**src/rtl/counter_pkg.sv**
```systemverilog
// Shared definitions for the up/down index counters.
package counter_pkg;

    localparam int COUNTER_WIDTH_DEF = 4;

    typedef enum logic {
        IDLE = 1'b0,
        RUN  = 1'b1
    } cnt_state_t;

endpackage

```
**src/rtl/countdown_sequencer.sv**
```systemverilog
// Emits indices MaxNumber..0 on a valid/ready stream, one per accepted beat,
// flags the final beat and pulses Done once the sequence has drained.
module countdown_sequencer
    import counter_pkg::*;
#(
    parameter int COUNTER_WIDTH = COUNTER_WIDTH_DEF
) (
    input  logic                     CLK,
    input  logic                     SYNC_RST,
    input  logic                     LoadValid,
    output logic                     LoadReady,
    input  logic [COUNTER_WIDTH-1:0] MaxNumber,
    input  logic                     Abort,
    output logic                     OutValid,
    input  logic                     OutReady,
    output logic [COUNTER_WIDTH-1:0] Value,
    output logic                     Last,
    output logic                     Done
);

    cnt_state_t               state, state_n;
    logic [COUNTER_WIDTH-1:0] value_q, value_n;
    logic                     done_q, done_n;

    always_ff @(posedge CLK) begin
        if (SYNC_RST) begin
            state   <= IDLE;
            value_q <= '0;
            done_q  <= 1'b0;
        end else begin
            state   <= state_n;
            value_q <= value_n;
            done_q  <= done_n;
        end
    end

    // Abort outranks a coincident transfer; the decrement only happens off
    // the final beat, so Value can never wrap below zero.
    always_comb begin
        state_n = state;
        value_n = value_q;
        done_n  = 1'b0;
        case (state)
            IDLE: begin
                if (LoadValid) begin
                    state_n = RUN;
                    value_n = MaxNumber;
                end
            end
            RUN: begin
                if (Abort) begin
                    state_n = IDLE;
                    value_n = '0;
                end else if (OutReady) begin
                    if (value_q == '0) begin
                        state_n = IDLE;
                        done_n  = 1'b1;
                    end else begin
                        value_n = value_q - 1'b1;
                    end
                end
            end
            default: begin
                state_n = IDLE;
                value_n = '0;
            end
        endcase
    end

    assign LoadReady = (state == IDLE) & ~SYNC_RST;
    assign OutValid  = (state == RUN);
    assign Value     = value_q;
    assign Last      = (state == RUN) & (value_q == '0);
    assign Done      = done_q;

endmodule

```
**config.mk**
```make
export PLATFORM = sky130hd
export DESIGN_NAME = countdown_sequencer
export DESIGN_NICKNAME = d
export VERILOG_FILES = /design/src/rtl/counter_pkg.sv /design/src/rtl/countdown_sequencer.sv
export SDC_FILE = /design/constraint.sdc
export NUM_CORES = 1
export LEC_CHECK = 0
export CORE_MARGIN = 1.5
export CORE_UTILIZATION = 30
export CTS_BUF_LIST = sky130_fd_sc_hd__clkbuf_8
export CTS_CLUSTER_SIZE = 20
export DETAILED_ROUTE_END_ITERATION = 10
export PLACE_DENSITY = 0.58
export SLEW_MARGIN = 20
export SYNTH_ARGS = -nofsm -noshare
export SYNTH_HDL_FRONTEND = slang
export SYNTH_SLANG_ARGS = --single-unit
```
**constraint.sdc**
```tcl
create_clock -name CLK -period 1.6 [get_ports CLK]
set_input_delay 0.32 -clock CLK [delete_from_list [all_inputs] [get_ports CLK]]
set_output_delay 0.32 -clock CLK [all_outputs]
set_load 0.02 [all_outputs]
```
==> results of run 1 <==
-- cell families (layout without fill, tap and decap cells) --
kind of cell,Yosys count,after routing,synth area share
mux,2,2,0.06068
flops,6,6,0.2775
simple gates,14,14,0.2630
xor+xnor,1,1,0.02023
compound gates,14,14,0.2427
fa+ha+maj,2,2,0.05779
buf+inv,7,38,0.07803
-- registers in the layout, summed over array words and instances (netlist names) --
name	flops
OutValid	1
Value	4
Done	1
-- per-stage QoR --
step | hold slack, ns | TNS, ns | std cells
after floorplan | 0.4847 | 0 | 46
after global placement | 0.6377 | -0.6532 | 89
after CTS | 0.6424 | 0 | 92
after global routing | 0.7028 | -0.01234 | 92
final | 0.6419 | 0 | 92
after detailed placement | 0.6408 | -0.6863 | 89
-- per-layer routing --
| layer | global-route usage | up-vias | part of all wire |
|---|---|---|---|
| met5 | 0 | - | 0 |
| met4 | 0.1000 | 0 | 0.023 |
| met3 | 0.06522 | 4 | 0.056 |
| met2 | 0.2656 | 14 | 0.47 |
| met1 | 0.2000 | 205 | 0.45 |
| li1 | - | 231 | - |
-- worst max-delay path, cell delays in order --
cell	delay [ns]
sky130_fd_sc_hd__clkdlybuf4s50_1	0.55
sky130_fd_sc_hd__o21ai_1	0.13
sky130_fd_sc_hd__buf_4	0.15
sky130_fd_sc_hd__a22oi_2	0.18
sky130_fd_sc_hd__mux2_4	0.32
-- final timing paths --
check	end	slack, ns	depth (start not counted)
hold reg to reg	Value[3]	0.64	3
setup reg to reg	Value[0]	0.06	6
hold / removal	Value[3]	0.64	3
setup / recovery	Value[1]	0.06	5
-- synth_stat cells (2+ instances only) --
library cell	number
sky130_fd_sc_hd__dfxtp_1	6
sky130_fd_sc_hd__inv_1	5
sky130_fd_sc_hd__a21oi_1	3
sky130_fd_sc_hd__nor2_1	3
sky130_fd_sc_hd__or3b_1	3
sky130_fd_sc_hd__a22oi_1	2
sky130_fd_sc_hd__ha_1	2
sky130_fd_sc_hd__nand2b_1	2
-- final cells by class --
type                    count  area (um2)  share of cell area
inverters                   5       18.77             0.02508
well taps                  15       18.77             0.02508
repair buffers             30       267.8              0.3579
clock buffers               3       41.29             0.05518
flip-flops and latches      6       120.1              0.1605
multi-input cells          33       281.5              0.3763
-- power by group through the flow --
| stage | Sequential, mW | Clock (mW) | Combinational [mW] |
|---|---|---|---|
| after floorplan | 0.199 | 0 | 0.104 |
| after global placement | 0.177 | 0 | 0.245 |
| after detailed placement | 0.177 | 0 | 0.246 |
| after CTS | 0.175 | 0.236 | 0.241 |
| after global routing | 0.177 | 0.242 | 0.265 |
| final | 0.175 | 0.228 | 0.245 |
-- timing repair --
item                                   4_1_cts  5_1_grt
endpoints found under the hold margin        0        0
resized for setup                            7        6
pin swaps                                    0        1
setup endpoints to repair                    4        4
==> results_tabular.tex, run 1 <==
\begin{tabular}{lr}
\hline
Metric & Value \\
\hline
\multicolumn{2}{l}{\textbf{Logic synthesis}} \\
\quad Sequential element share of the synthesized area & 0.2775 \\
\quad Top FF cell, synth & sky130\_fd\_sc\_hd\_\_dfxtp\_1 \\
\quad Share of flip-flops with an asynchronous set or reset & 0 \\
\quad Cell taking the most area after synthesis & sky130\_fd\_sc\_hd\_\_dfxtp\_1 \\
\quad Count of distinct cell types in the synthesized netlist & 28 \\
\quad Synthesized area divided by synthesized cell count & 9.411 um2 \\
\quad Mapped Area & 432.9 um2 \\
\quad Number of warning messages in the yosys log & 0 \\
\quad Syn Inst Count & 46 \\
\quad Area share of the leading cell type in the synthesized netlist & 0.2775 \\
\quad Flops \& latches, synth & 6 \\
\quad Number of synthesized flops with an enable pin & 0 \\
\quad Largest cells by area after synthesis & sky130\_fd\_sc\_hd\_\_dfxtp\_1, sky130\_fd\_sc\_hd\_\_or3b\_1, sky130\_fd\_sc\_hd\_\_ha\_1 \\
\quad Net count after synthesis & 57 \\
\multicolumn{2}{l}{\textbf{Cells and area}} \\
\quad Post-layout net count & 90 \\
\quad Leading cell types in the layout, fill and taps excluded & sky130\_fd\_sc\_hd\_\_buf\_4, sky130\_fd\_sc\_hd\_\_clkdlybuf4s50\_1, sky130\_fd\_sc\_hd\_\_dfxtp\_1 \\
\quad Most frequent standard cell in the layout excluding fill and tap cells & sky130\_fd\_sc\_hd\_\_buf\_4 \\
\quad Share of layout cells above drive strength 1 & 0.3247 \\
\quad Final instance area & 748.2 um2 \\
\quad Number of fill cells & 134 \\
\quad Final cell utilization of the core & 0.5679 \\
\quad Antenna diode count & 0 \\
\quad Layout overhead on the synthesized area & 72.83\% \\
\multicolumn{2}{l}{\textbf{Power}} \\
\quad Ratio of total power to cell area & 866.8 mW/mm2 \\
\quad Peak supply drop & 558.4 uV \\
\quad Power share of the clock group & 0.352 \\
\quad Leakage power figure & 0.3618 nW \\
\quad Fraction of power consumed by combinational cells & 0.377 \\
\quad Internal power of the cells & 462.0 uW \\
\quad Proportion of power drawn by flip-flops and latches & 0.270 \\
\quad Sw Share & 0.2876 \\
\quad Switching power of the nets & 186.5 uW \\
\quad Total Power Consumption & 648.5 uW \\
\multicolumn{2}{l}{\textbf{Placement}} \\
\quad Area after DPL & 701.9 um2 \\
\quad DP Wirelength & 833.3 um \\
\quad Number of input and output port buffers inserted & 16 \\
\quad Post-Place Worst Slack & -0.1645 ns \\
\quad Final weighted congestion in routability-driven placement & 0.7257 \\
\multicolumn{2}{l}{\textbf{Job}} \\
\quad Max\_cap viols & 0 \\
\multicolumn{2}{l}{\textbf{Setup path}} \\
\quad Launching element of the worst setup path & Abort \\
\quad Required time reported for the critical path endpoint & 1.71 ns \\
\quad CP max FO & 4 \\
\quad Data arrival time at the worst-slack endpoint & 1.65 ns \\
\quad Startpoint class of the critical path & input pin \\
\quad CP Capture Type & register \\
\quad Startpoint-to-endpoint class of the critical path & in2reg \\
\quad Startpoint of the worst register-to-register path & Value[0] \\
\multicolumn{2}{l}{\textbf{Route}} \\
\quad Vias after detailed routing & 454 \\
\quad Mean number of vias per cell & 4.935 \\
\quad Number of nets still failing antenna checks after routing & 0 \\
\quad DR DRC count & 0 \\
\quad Initial DRC Count & 4 \\
\quad First-pass DRT Iterations & 4 \\
\quad Overall routed net length & 1.106 mm \\
\quad Wire length per cell after detailed routing & 12.02 um \\
\multicolumn{2}{l}{\textbf{Floorplanning}} \\
\quad Row count & 13 \\
\quad Initial core utilization & 0.3286 \\
\quad I/O pin count & 17 \\
\quad Core area & 0.001318 mm2 \\
\quad Height of the chip & 40.99 um \\
\quad Area of the die & 0.001680 mm2 \\
\quad Horizontal extent of the die & 40.99 um \\
\multicolumn{2}{l}{\textbf{GRT}} \\
\quad Wire length of the first global-routing pass & 1.794 mm \\
\quad Largest net degree at the start of global routing & 10 \\
\quad Initial antenna violation count & 0 \\
\quad Vias in the first global route & 428 \\
\quad Overall fraction of global-route tracks in use & 0.1723 \\
\quad Global route total overflow & 0 \\
\multicolumn{2}{l}{\textbf{STA}} \\
\quad Highest Clock Rate & 0.6477 GHz \\
\quad Ratio of final minimum period to clock period & 0.9650 \\
\quad Number of slew-limit violations in the final report & 0 \\
\quad Clock period minus worst slack & 1.544 ns \\
\quad Final Worst Setup Slack & 0.05600 ns \\
\quad Worst-Margin Slew & 0.2225 ns \\
\quad Setup repair after global routing missed its margin & true \\
\quad Worst relative slew slack & 0.8514 \\
\quad Skew final & 0.002450 ns \\
\quad Final setup violation count & 0 \\
\quad Final hold violation count & 0 \\
\multicolumn{2}{l}{\textbf{Clocking}} \\
\quad CTS max path bufs & 2 \\
\quad Clock sinks & 6 \\
\quad Root buf cell & sky130\_fd\_sc\_hd\_\_clkbuf\_8 \\
\quad TritonCTS clock tree & done \\
\quad Worst-Skew Late Latency & 0.23 ns \\
\quad Quantity of hold-fixing buffers added after cts & 0 \\
\quad Maximum level of the CTS H-tree & 1 \\
\quad Post-CTS Setup Inserts & 0 \\
\quad Clk slew on worst S/H paths & 0.04 ns \\
\quad Clock buffer count from CTS & 3 \\
\multicolumn{2}{l}{\textbf{Status}} \\
\quad Result of the run & completed \\
\multicolumn{2}{l}{\textbf{Worst hold path}} \\
\quad Min-Delay Path Class & reg2reg \\
\quad Hold path startpoint & Value[3] \\
\hline
\end{tabular}
Power figures use the tool's default switching activity.
==> inputs of run 2 (changes only) <==
Settings changed: GPL_ROUTABILITY_DRIVEN set to 0.
==> results of run 2 <==
No change in the layout: final DEF, timing and power equal those of run 1.
==> inputs of run 3 (changes only) <==
Settings changed: CTS_BUF_LIST sky130_fd_sc_hd__clkbuf_8 to sky130_fd_sc_hd__clkbuf_16.
==> results_tabular.tex, run 3 (synthesis results as in run 1) <==
\begin{tabular}{lr}
\hline
Metric & Value \\
\hline
\multicolumn{2}{l}{\textbf{STA}} \\
\quad Final hold violation count & 0 (unchanged) \\
\quad Number of slew-limit violations in the final report & 0 (unchanged) \\
\quad Skew final & 0.001369 ns (-0.001081 ns) \\
\quad Worst-Margin Slew & 0.2257 ns (+0.003200 ns) \\
\quad Highest Clock Rate & 0.6505 GHz (+0.44\%) \\
\quad Final setup violation count & 0 (unchanged) \\
\quad Worst relative slew slack & 0.8493 (-0.002137) \\
\quad Ratio of final minimum period to clock period & 0.9608 (-0.004185) \\
\quad Setup repair after global routing missed its margin & true \\
\quad Clock period minus worst slack & 1.537 ns (-0.006696 ns) \\
\multicolumn{2}{l}{\textbf{GRT}} \\
\quad Overall fraction of global-route tracks in use & 0.1767 (+0.004474) \\
\quad Global route total overflow & 0 (unchanged) \\
\quad Initial antenna violation count & 0 (unchanged) \\
\quad Largest net degree at the start of global routing & 10 (unchanged) \\
\quad Wire length of the first global-routing pass & 1.794 mm (unchanged) \\
\quad Vias in the first global route & 433 (+1.2\%) \\
\multicolumn{2}{l}{\textbf{Setup path}} \\
\quad CP Capture Type & register \\
\quad Launching element of the worst setup path & Abort \\
\quad Startpoint-to-endpoint class of the critical path & in2reg \\
\quad Required time reported for the critical path endpoint & 1.71 ns (about the same) \\
\quad Data arrival time at the worst-slack endpoint & 1.65 ns (about the same) \\
\quad CP max FO & 4 (unchanged) \\
\quad R2R depth & 6 (unchanged) \\
\quad Startpoint of the worst register-to-register path & Value[0] \\
\quad Startpoint class of the critical path & input pin \\
\multicolumn{2}{l}{\textbf{Floorplanning}} \\
\quad Row count & 13 (unchanged) \\
\quad Horizontal extent of the die & 40.99 um (unchanged) \\
\quad Initial core utilization & 0.3286 (unchanged) \\
\quad Area of the die & 0.001680 mm2 (unchanged) \\
\quad I/O pin count & 17 (unchanged) \\
\quad Core area & 0.001318 mm2 (unchanged) \\
\quad Height of the chip & 40.99 um (unchanged) \\
\multicolumn{2}{l}{\textbf{Worst hold path}} \\
\quad Min-Delay Path Class & reg2reg \\
\quad Count of cells along the worst hold path & 3 (unchanged) \\
\quad Hold path startpoint & Value[3] \\
\multicolumn{2}{l}{\textbf{Cells and area}} \\
\quad Layout overhead on the synthesized area & 80.64\% \\
\quad Antenna diode count & 0 (unchanged) \\
\quad Leading cell types in the layout, fill and taps excluded & sky130\_fd\_sc\_hd\_\_buf\_4, sky130\_fd\_sc\_hd\_\_clkdlybuf4s50\_1, sky130\_fd\_sc\_hd\_\_dfxtp\_1 \\
\quad Share of layout cells above drive strength 1 & 0.3377 (+0.01299) \\
\quad Final cell utilization of the core & 0.5935 (+0.02564) \\
\quad Number of flip-flops under the largest register name & 4 (unchanged) \\
\quad Final cell count without fillers & 92 (unchanged) \\
\quad Most frequent standard cell in the layout excluding fill and tap cells & sky130\_fd\_sc\_hd\_\_buf\_4 \\
\quad Post-layout net count & 90 (unchanged) \\
\quad Final instance area & 782.0 um2 (+4.5\%) \\
\multicolumn{2}{l}{\textbf{Power}} \\
\quad Peak supply drop & 804.4 uV (+44\%) \\
\quad Switching power of the nets & 202.3 uW (+8.5\%) \\
\quad Fraction of power consumed by combinational cells & 0.295 (-0.082) \\
\quad Power share of the clock group & 0.490 (+0.138) \\
\quad Leakage power figure & 0.3772 nW (+4.2\%) \\
\quad Proportion of power drawn by flip-flops and latches & 0.214 (-0.056) \\
\quad Internal power of the cells & 620.8 uW (+34\%) \\
\quad Ratio of total power to cell area & 1053 mW/mm2 (+21\%) \\
\quad Sw Share & 0.2458 (-0.04183) \\
\multicolumn{2}{l}{\textbf{Status}} \\
\quad Result of the run & completed \\
\multicolumn{2}{l}{\textbf{Placement}} \\
\quad DP Wirelength & 833.3 um (unchanged) \\
\quad Area after DPL & 701.9 um2 (unchanged) \\
\quad Placed Cells & 89 (unchanged) \\
\quad Number of input and output port buffers inserted & 16 (unchanged) \\
\multicolumn{2}{l}{\textbf{Route}} \\
\quad Number of nets still failing antenna checks after routing & 0 (unchanged) \\
\quad Vias after detailed routing & 451 (-0.66\%) \\
\quad Overall routed net length & 1.085 mm (-1.9\%) \\
\quad Initial DRC Count & 3 (-1) \\
\quad Wire length per cell after detailed routing & 11.79 um (-1.9\%) \\
\quad Mean number of vias per cell & 4.902 (-0.66\%) \\
\quad First-pass DRT Iterations & 4 (unchanged) \\
\quad DR DRC count & 0 (unchanged) \\
\multicolumn{2}{l}{\textbf{Clocking}} \\
\quad Clk slew on worst S/H paths & 0.03 ns (about the same) \\
\quad Worst-Skew Late Latency & 0.23 ns (about the same) \\
\quad TritonCTS clock tree & done \\
\quad Clock sinks & 6 (unchanged) \\
\quad Maximum level of the CTS H-tree & 1 (unchanged) \\
\quad CTS max path bufs & 2 (unchanged) \\
\quad Root buf cell & sky130\_fd\_sc\_hd\_\_clkbuf\_16 \\
\quad Post-CTS Setup Inserts & 0 (unchanged) \\
\quad Clock buffer count from CTS & 3 (unchanged) \\
\multicolumn{2}{l}{\textbf{Job}} \\
\quad Max\_cap viols & 0 (unchanged) \\
\hline
\end{tabular}
[run 3: cell counts in the layout (fill, tap and decap cells not counted)]
Identical to the previous run, type by type.
[run 3: power groups by stage]
stage                     sequential (mW)  clock (mW)  combinational [mW]
after floorplan                     0.199           0               0.104
final                               0.176       0.404               0.243
after global routing                0.178       0.423               0.265
after global placement              0.177           0               0.245
after CTS                           0.175       0.413               0.239
after detailed placement            0.177           0               0.246
[run 3: layer usage]
metal | global-route usage | vias up | wire [um]
met3 | 0.08152 | 5 | 62
met4 | 0.1250 | 0 | 29
met5 | 0 | - | 0
li1 | - | 233 | -
met2 | 0.2617 | 14 | 504
met1 | 0.1968 | 199 | 488
[run 3: worst paths after layout]
kind / to / slack (ns)
max: Value[1] / 0.06
min: Value[3] / 0.64
max reg2reg: Value[0] / 0.06
min reg2reg: Value[3] / 0.64
[run 3: critical path: stages]
cell                              delay (ns)
sky130_fd_sc_hd__clkdlybuf4s50_1        0.54
sky130_fd_sc_hd__o21ai_1                0.13
sky130_fd_sc_hd__buf_4                  0.15
sky130_fd_sc_hd__a22oi_2                0.18
sky130_fd_sc_hd__mux2_4                 0.32
[run 3: layout make-up]
class	instances	area, um2
well taps	15	18.77
inverters	5	18.77
flip-flops and latches	6	120.1
clock buffers	3	75.07
multi-input cells	33	281.5
repair buffers	30	267.8
fillers	128	535.5
[run 3: repair_timing]
| item | in CTS | in global routing |
|---|---|---|
| endpoints found under the setup margin | 4 | 5 |
| hold buffers | 0 | 0 |
| resized for setup | 7 | 7 |
| pin swaps | 0 | 1 |
[run 3: metrics by stage]
stage | worst slack (ns) | TNS [ns] | hold WS, ns | total power, mW
floorplan | 0.01168 | 0 | 0.4847 | 0.3026
global placement | -0.1660 | -0.6532 | 0.6377 | 0.4212
detailed placement | -0.1645 | -0.6863 | 0.6408 | 0.4228
CTS | 0.01044 | 0 | 0.6420 | 0.8274
global route | -0.002824 | -0.002824 | 0.7023 | 0.8655
finish | 0.06269 | 0 | 0.6418 | 0.8232
